[config.mk]
export PLATFORM = sky130hd
export DESIGN_NAME = fp_seq_multiplier
export DESIGN_NICKNAME = d
export VERILOG_FILES = /design/src/rtl/fp_pkg.sv /design/src/rtl/fp_round_pack.sv /design/src/rtl/fp_seq_multiplier.sv
export SDC_FILE = /design/constraint.sdc
export NUM_CORES = 1
export LEC_CHECK = 0
export ABC_AREA = 1
export BUFFER_PORTS_ARGS = -buffer_cell sky130_fd_sc_hd__buf_4
export CORE_MARGIN = 5
export CORE_UTILIZATION = 56
export DETAILED_ROUTE_END_ITERATION = 16
export PLACE_DENSITY_LB_ADDON = 0.3
export SLEW_MARGIN = 10
export SYNTH_ARGS = -nofsm -noshare
export SYNTH_HDL_FRONTEND = slang
export SYNTH_SLANG_ARGS = --single-unit
[constraint.sdc]
create_clock -name clk -period 3.1 [get_ports clk]
set_input_delay 0.155 -clock clk [delete_from_list [all_inputs] [get_ports clk]]
set_output_delay 0.155 -clock clk [all_outputs]
set_load 0.005 [all_outputs]
[src/rtl/fp_pkg.sv]
// rtl/fp_pkg.sv - shared IEEE-754 single-precision constants, state/class enums and classifier
package fp_pkg;

  localparam int EXP_BIAS = 127;
  localparam int EXP_W    = 8;
  localparam int MANT_W   = 23;

  localparam logic [31:0] QNAN    = 32'h7FC00000;
  localparam logic [31:0] POS_INF = 32'h7F800000;

  typedef enum logic [2:0] {IDLE, UNPACK, MUL, ROUND, DONE} state_t;
  typedef enum logic [1:0] {ZERO, NORM, INF, NAN} cls_t;

  // Subnormals classify as ZERO, which flushes them to a signed zero.
  function automatic cls_t classify(input logic [31:0] x);
    if (x[30:23] == 8'hFF) return (x[22:0] != '0) ? NAN : INF;
    else if (x[30:23] == 8'h00) return ZERO;
    else return NORM;
  endfunction

endpackage

[src/rtl/fp_round_pack.sv]
// rtl/fp_round_pack.sv - normalise, round-to-nearest-even and pack a 48-bit mantissa product
module fp_round_pack
  import fp_pkg::*;
(
  input  logic        sign,
  input  logic [9:0]  exp_in,
  input  logic [47:0] prod,
  input  logic [1:0]  cls,
  output logic [31:0] result,
  output logic        overflow,
  output logic        underflow,
  output logic        exception
);

  logic [46:0]       norm;
  logic signed [9:0] exp_a;
  logic signed [9:0] exp_r;
  logic              guard;
  logic              sticky;
  logic [24:0]       mant;
  logic [22:0]       frac;

  always_comb begin
    norm   = prod[47] ? prod[47:1] : prod[46:0];
    exp_a  = prod[47] ? $signed(exp_in) + 10'sd1 : $signed(exp_in);
    guard  = norm[22];
    sticky = (|norm[21:0]) | (prod[47] & prod[0]);
    mant   = {1'b0, norm[46:23]} + 25'(guard & (sticky | norm[23]));
    // A rounding carry-out leaves 1.000..0, so the fraction is the upper bits shifted once.
    exp_r  = mant[24] ? exp_a + 10'sd1 : exp_a;
    frac   = mant[24] ? mant[23:1] : mant[22:0];

    result    = {sign, exp_r[7:0], frac};
    overflow  = 1'b0;
    underflow = 1'b0;
    exception = 1'b0;

    case (cls)
      NAN: begin
        result    = QNAN;
        exception = 1'b1;
      end
      INF: begin
        result    = {sign, POS_INF[30:0]};
        exception = 1'b1;
      end
      ZERO: result = {sign, 31'h0};
      default: begin
        if (exp_r >= 10'sd255) begin
          result   = {sign, POS_INF[30:0]};
          overflow = 1'b1;
        end else if (exp_r <= 10'sd0) begin
          result    = {sign, 31'h0};
          underflow = 1'b1;
        end
      end
    endcase
  end

endmodule

[src/rtl/fp_seq_multiplier.sv]
// rtl/fp_seq_multiplier.sv - multi-cycle shift-add IEEE single multiplier; FPMUL_EARLY_SPECIAL_EN skips MUL for special operands
module fp_seq_multiplier
  import fp_pkg::*;
#(
  parameter int RADIX_BITS = 1
) (
  input  logic        clk,
  input  logic        rst_n,
  input  logic        EN,
  input  logic        start,
  input  logic [31:0] A,
  input  logic [31:0] B,
  output logic        busy,
  output logic        done,
  output logic [31:0] result,
  output logic        overflow,
  output logic        underflow,
  output logic        exception
);

  localparam int         N    = 24 / RADIX_BITS;
  localparam logic [4:0] LAST = 5'(N - 1);

  state_t      state;
  logic [31:0] a_r, b_r;
  logic        sign_r;
  logic [9:0]  exp_r;
  logic [1:0]  cls_r;
  logic [47:0] mcand;
  logic [23:0] mplier;
  logic [47:0] acc, acc_nx;
  logic [4:0]  cnt;
  logic [31:0] pend_res, pack_res;
  logic        pend_ovf, pend_unf, pend_exc;
  logic        pack_ovf, pack_unf, pack_exc;
  cls_t        cls_a, cls_b, cls_nx;

  always_comb begin
    cls_a = classify(a_r);
    cls_b = classify(b_r);
    if (cls_a == NAN || cls_b == NAN ||
        (cls_a == ZERO && cls_b == INF) || (cls_a == INF && cls_b == ZERO))
      cls_nx = NAN;
    else if (cls_a == INF || cls_b == INF)
      cls_nx = INF;
    else if (cls_a == ZERO || cls_b == ZERO)
      cls_nx = ZERO;
    else
      cls_nx = NORM;
  end

  always_comb begin
    acc_nx = acc;
    for (int i = 0; i < RADIX_BITS; i++)
      if (mplier[i]) acc_nx = acc_nx + (mcand << i);
  end

  fp_round_pack u_round_pack (
    .sign      (sign_r),
    .exp_in    (exp_r),
    .prod      (acc),
    .cls       (cls_r),
    .result    (pack_res),
    .overflow  (pack_ovf),
    .underflow (pack_unf),
    .exception (pack_exc)
  );

  always_ff @(posedge clk or negedge rst_n) begin
    if (!rst_n) begin
      state     <= IDLE;
      a_r       <= '0;
      b_r       <= '0;
      sign_r    <= 1'b0;
      exp_r     <= '0;
      cls_r     <= '0;
      mcand     <= '0;
      mplier    <= '0;
      acc       <= '0;
      cnt       <= '0;
      pend_res  <= '0;
      pend_ovf  <= 1'b0;
      pend_unf  <= 1'b0;
      pend_exc  <= 1'b0;
      busy      <= 1'b0;
      done      <= 1'b0;
      result    <= '0;
      overflow  <= 1'b0;
      underflow <= 1'b0;
      exception <= 1'b0;
    end else if (!EN) begin
      state     <= IDLE;
      busy      <= 1'b0;
      done      <= 1'b0;
      result    <= '0;
      overflow  <= 1'b0;
      underflow <= 1'b0;
      exception <= 1'b0;
    end else begin
      done <= 1'b0;
      case (state)
        IDLE: begin
          if (start) begin
            a_r       <= A;
            b_r       <= B;
            busy      <= 1'b1;
            overflow  <= 1'b0;
            underflow <= 1'b0;
            exception <= 1'b0;
            state     <= UNPACK;
          end
        end
        UNPACK: begin
          sign_r <= a_r[31] ^ b_r[31];
          exp_r  <= {2'b00, a_r[30:23]} + {2'b00, b_r[30:23]} - 10'(EXP_BIAS);
          cls_r  <= cls_nx;
          mcand  <= {24'h0, 1'b1, a_r[22:0]};
          mplier <= {1'b1, b_r[22:0]};
          acc    <= '0;
          cnt    <= '0;
`ifdef FPMUL_EARLY_SPECIAL_EN
          state  <= (cls_nx != NORM) ? ROUND : MUL;
`else
          state  <= MUL;
`endif
        end
        MUL: begin
          acc    <= acc_nx;
          mcand  <= mcand << RADIX_BITS;
          mplier <= mplier >> RADIX_BITS;
          cnt    <= cnt + 5'd1;
          if (cnt == LAST) state <= ROUND;
        end
        ROUND: begin
          pend_res <= pack_res;
          pend_ovf <= pack_ovf;
          pend_unf <= pack_unf;
          pend_exc <= pack_exc;
          state    <= DONE;
        end
        DONE: begin
          result    <= pend_res;
          overflow  <= pend_ovf;
          underflow <= pend_unf;
          exception <= pend_exc;
          done      <= 1'b1;
          busy      <= 1'b0;
          state     <= IDLE;
        end
        default: state <= IDLE;
      endcase
    end
  end

endmodule

==> summary.md <==
| Metric | Value |
|---|---|
| Hold Violations, Final | `0` |
| Dpl cells | `about 2700` |
| Nets | `about 2500` |
| Crit path largest cell delay | `0.54 ns` |
| Final worst path period share | `between 90% and 100%` |
| Worst Setup SP | `state[2]` |
| Design area | `slightly below 20000 um^2` |
| Primary FF master, synth | `dfrtp_1` |
| RSZ-0062 raised after global routing | `yes` |
| Worst endpoint required time | `3.59 ns` |
| Root buffer cell | `clkbuf_16` |
| I/O pin count | `between 100 and 150` |
| Adder-cell share of the synthesized area | `under 10%` |
| Synth Area in Simple Gates | `approximately 24%` |
| Slowest cell on crit path | `inv_1` |
| Largest cells by area after synthesis | `dfrtp_1, nand2_1, o21ai_0, inv_1, ha_1` |
| Port bufs | `104` |
| Yosys cell types | `56` |
| H-tree levels | `1` |
| Die Area | `between 30000 and 40000 um^2` |
| Main combinational cell family by area after synthesis | `simple AND/OR/NAND/NOR gates` |
| FF-to-FF End | `acc[46]` |
| Routed len/inst | `approximately 16 um` |
| Initial antenna violation count | `0` |
| RD Place Congestion | `a little under 1` |
| Grt total ovfl | `0` |
| Worst-path fanout max | `24` |
| Status | `completed` |
| Most area-hungry cell type in the Yosys netlist | `dfrtp_1` |
| Compound-Gate Fraction of Synth Area | `between 15 and 20%` |
| Post-synthesis mux area share | `less than 1%` |
| # DRC | `0` |
| Mapped Cells | `about 2200` |
| Critical Path, Cell by Cell | `nor2_1 > nand2_1 > nor2_1 > clkinv_1 > nor2_1 > buf_4 > inv_1 > a21oi_1 > o21ai_1 > o21ai_0` |
| Drt first-iter violations | `1000` |
| Final Skew | `approximately 0.016 ns` |
| CTS sink count | `277` |
| HPWL Detailed | `between 30000 and 40000 um` |
| Top cells by count, synth | `nand2_1, inv_1, dfrtp_1` |
| Core Region | `approximately 30000 um^2` |
| Reg2reg path depth | `10` |
| Fmax achieved | `0.3371 GHz` |
| Total GRT Usage | `between 20% and 30%` |
| First-pass GRT wire length | `between 70000 and 80000 um` |
| Crit path time final | `2.966 ns` |
| VDD IR max | `0.4751 mV` |
| Syn_nets | `2375` |
| Chip height | `about 180 um` |
| Cell Pwr Density | `~750 nW/um^2` |
| Total number of vias | `around 16000` |
| CP Launch Type | `flip-flop` |
| Placed cell area | `around 18000 um^2` |
| Crit. End Element | `flip-flop` |
| Final core occ | `roughly two thirds` |
| Cts bufs inserted | `30` |
| CTS tree | `built` |
| First-pass detailed-route iteration total | `5` |
| Maxcap violations | `0` |
| Leak pwr | `between 9 and 10 nW` |
| Fin worst setup slack | `about 0.13 ns` |
| Crit path top cell by count | `nor2_1` |
| Top-area cell type share of the netlist area | `41.84%` |
| Clock latency on the worst-skew pair | `about 0.57 ns` |
| Initial core utilization | `~56%` |
| Setup crit end | `acc[46]` |
| Die width | `between 150 and 200 um` |
| CTS max path bufs | `3` |
| Final Setup Violations | `0` |
| Seq/Total Area, Yosys | `41.84%` |
| Synth Area per Inst | `7.399 um^2` |
| Count leader, synth | `nand2_1` |
| Worst r2r src | `state[2]` |
| Setup tns final | `0 ns` |
| Tightest Pin Transition | `roughly 1.3 ns` |
| Final slew viol count | `0` |
| Slew margin rel. | `between 10% and 20%` |
| Arrival @ worst endpoint | `3.46 ns` |
| Synthesized flop and latch total | `about 280` |
| Reg2Reg Setup Slack | `0.13 ns` |
| Synthesized cell area | `approximately 17000 um^2` |
| Row count | `63` |
| Vias per cell | `between 5 and 6` |
| Clock Pin Slew Worst Setup and Hold Paths | `0.07 ns` |
| DP Worst Slack | `-0.08170 ns` |
| Fin cells | `between 2000 and 3000` |
| Area Overhead vs Synth | `18.10%` |
| Fillers | `2453` |
| Synth Area in XOR/XNOR | `around 1.4%` |
| Yosys warnings | `0` |
| Vias in the first global route | `between 15000 and 20000` |
| Post-synth EDFFs | `0` |
| CP Class | `reg -> reg` |
| Remaining antenna violation count after routing | `0` |
| HP Class | `in -> reg` |
| Largest net degree at the start of global routing | `roughly 100` |
| Async SR Flop Fraction | `100.0%` |
| Layout cells sized above 1 | `between 10% and 20%` |
| Post-Route WL | `45920 um` |
-- layout make-up --
type	instances	area, um^2	area share (%)
inverter	304	1151	5.884
antenna	1	2.502	0.01279
multi-input combinational	1578	8142	41.62
clock buffer	38	830.8	4.247
timing repair buffer	214	1842	9.414
tap	390	488.0	2.494
sequential	277	6933	35.44
clock inverter	18	175.2	0.8954
-- through the flow --
stage | total power [mW] | hold slack, ns
after floorplan | 9.325 | -0.1406
after global placement | 10.78 | 0.2251
after detailed placement | 10.90 | 0.2251
after CTS | 14.64 | 0.03016
after global routing | 15.85 | 0.05459
final | 14.71 | 0.04875
-- placed cells by master (no fill, tap or decap), drive strengths merged, types with 8 or more instances in the layout --
cell,count
inv,302
mux2,13
nor3,23
dfrtp,277
a21o,8
nand4,42
o21ai,271
clkbuf,38
o22ai,40
nor4,9
ha,66
a21oi,156
xor2,19
dlygate4sd3,66
nand2,518
a31oi,16
clkinv,14
nor2,232
nand3,111
buf,148
-- metal layers --
metal	wire, um	global-route usage [%]	vias to the layer above
met5	0	0	-
met2	22110	47.65	430
met1	19800	35.82	7248
met4	1797	10.03	0
met3	2215	3.586	127
li1	-	-	7727
-- worst max-delay path, delay by kind of cell, from the launching register on --
kind	cells	cell delay, ns
AOI/OAI and AO/OA	3	0.52
buffers and inverters	3	1.05
DFF	1	0.40
and+or+nand+nor	4	0.89
-- power breakdown --
part	leakage (nW)	internal [mW]	switching [mW]
logic	5.68	2.05	3.74
clock network	0.491	2.08	1.54
registers	3.50	4.59	0.701
-- logic make-up (layout without fill, tap and decap cells) --
group / Yosys count / count (layout)
buffers and inverters: 384 / 574
muxes: 14 / 14
AOI/OAI and AO/OA: 526 / 526
and+or+nand+nor: 944 / 944
other: 0 / 1
DFF: 277 / 277
xor gates and xnor gates: 26 / 26
adders and majority gates: 68 / 68
-- how the worst min path moves through the flow --
stage | from | to | depth (start not counted)
final | EN | result[31] | 3
after global routing | EN | result[2] | 3
after floorplan | rst_n | a_r[0] | 0
after CTS | EN | result[2] | 3
after detailed placement | rst_n | mcand[41] | 1
after global placement | rst_n | mcand[45] | 1
-- registers in the layout, summed over array words and instances, names as in the netlist, 5 cells and up --
signal,count
exp_r,10
acc,48
mplier,24
a_r,32
cnt,5
b_r,32
pend_res,32
result,32
mcand,48
-- repair_timing --
| action | CTS | global route |
|---|---|---|
| endpoints found under the setup margin | 23 | 37 |
| buffers inserted | 0 | 3 |
| hold buffers | 66 | 0 |
| hold endpoints to repair | 161 | 0 |
| pin swaps | 0 | 1 |
| resized for setup | 2 | 10 |
No activity file was read; power rests on OpenSTA's default activity.
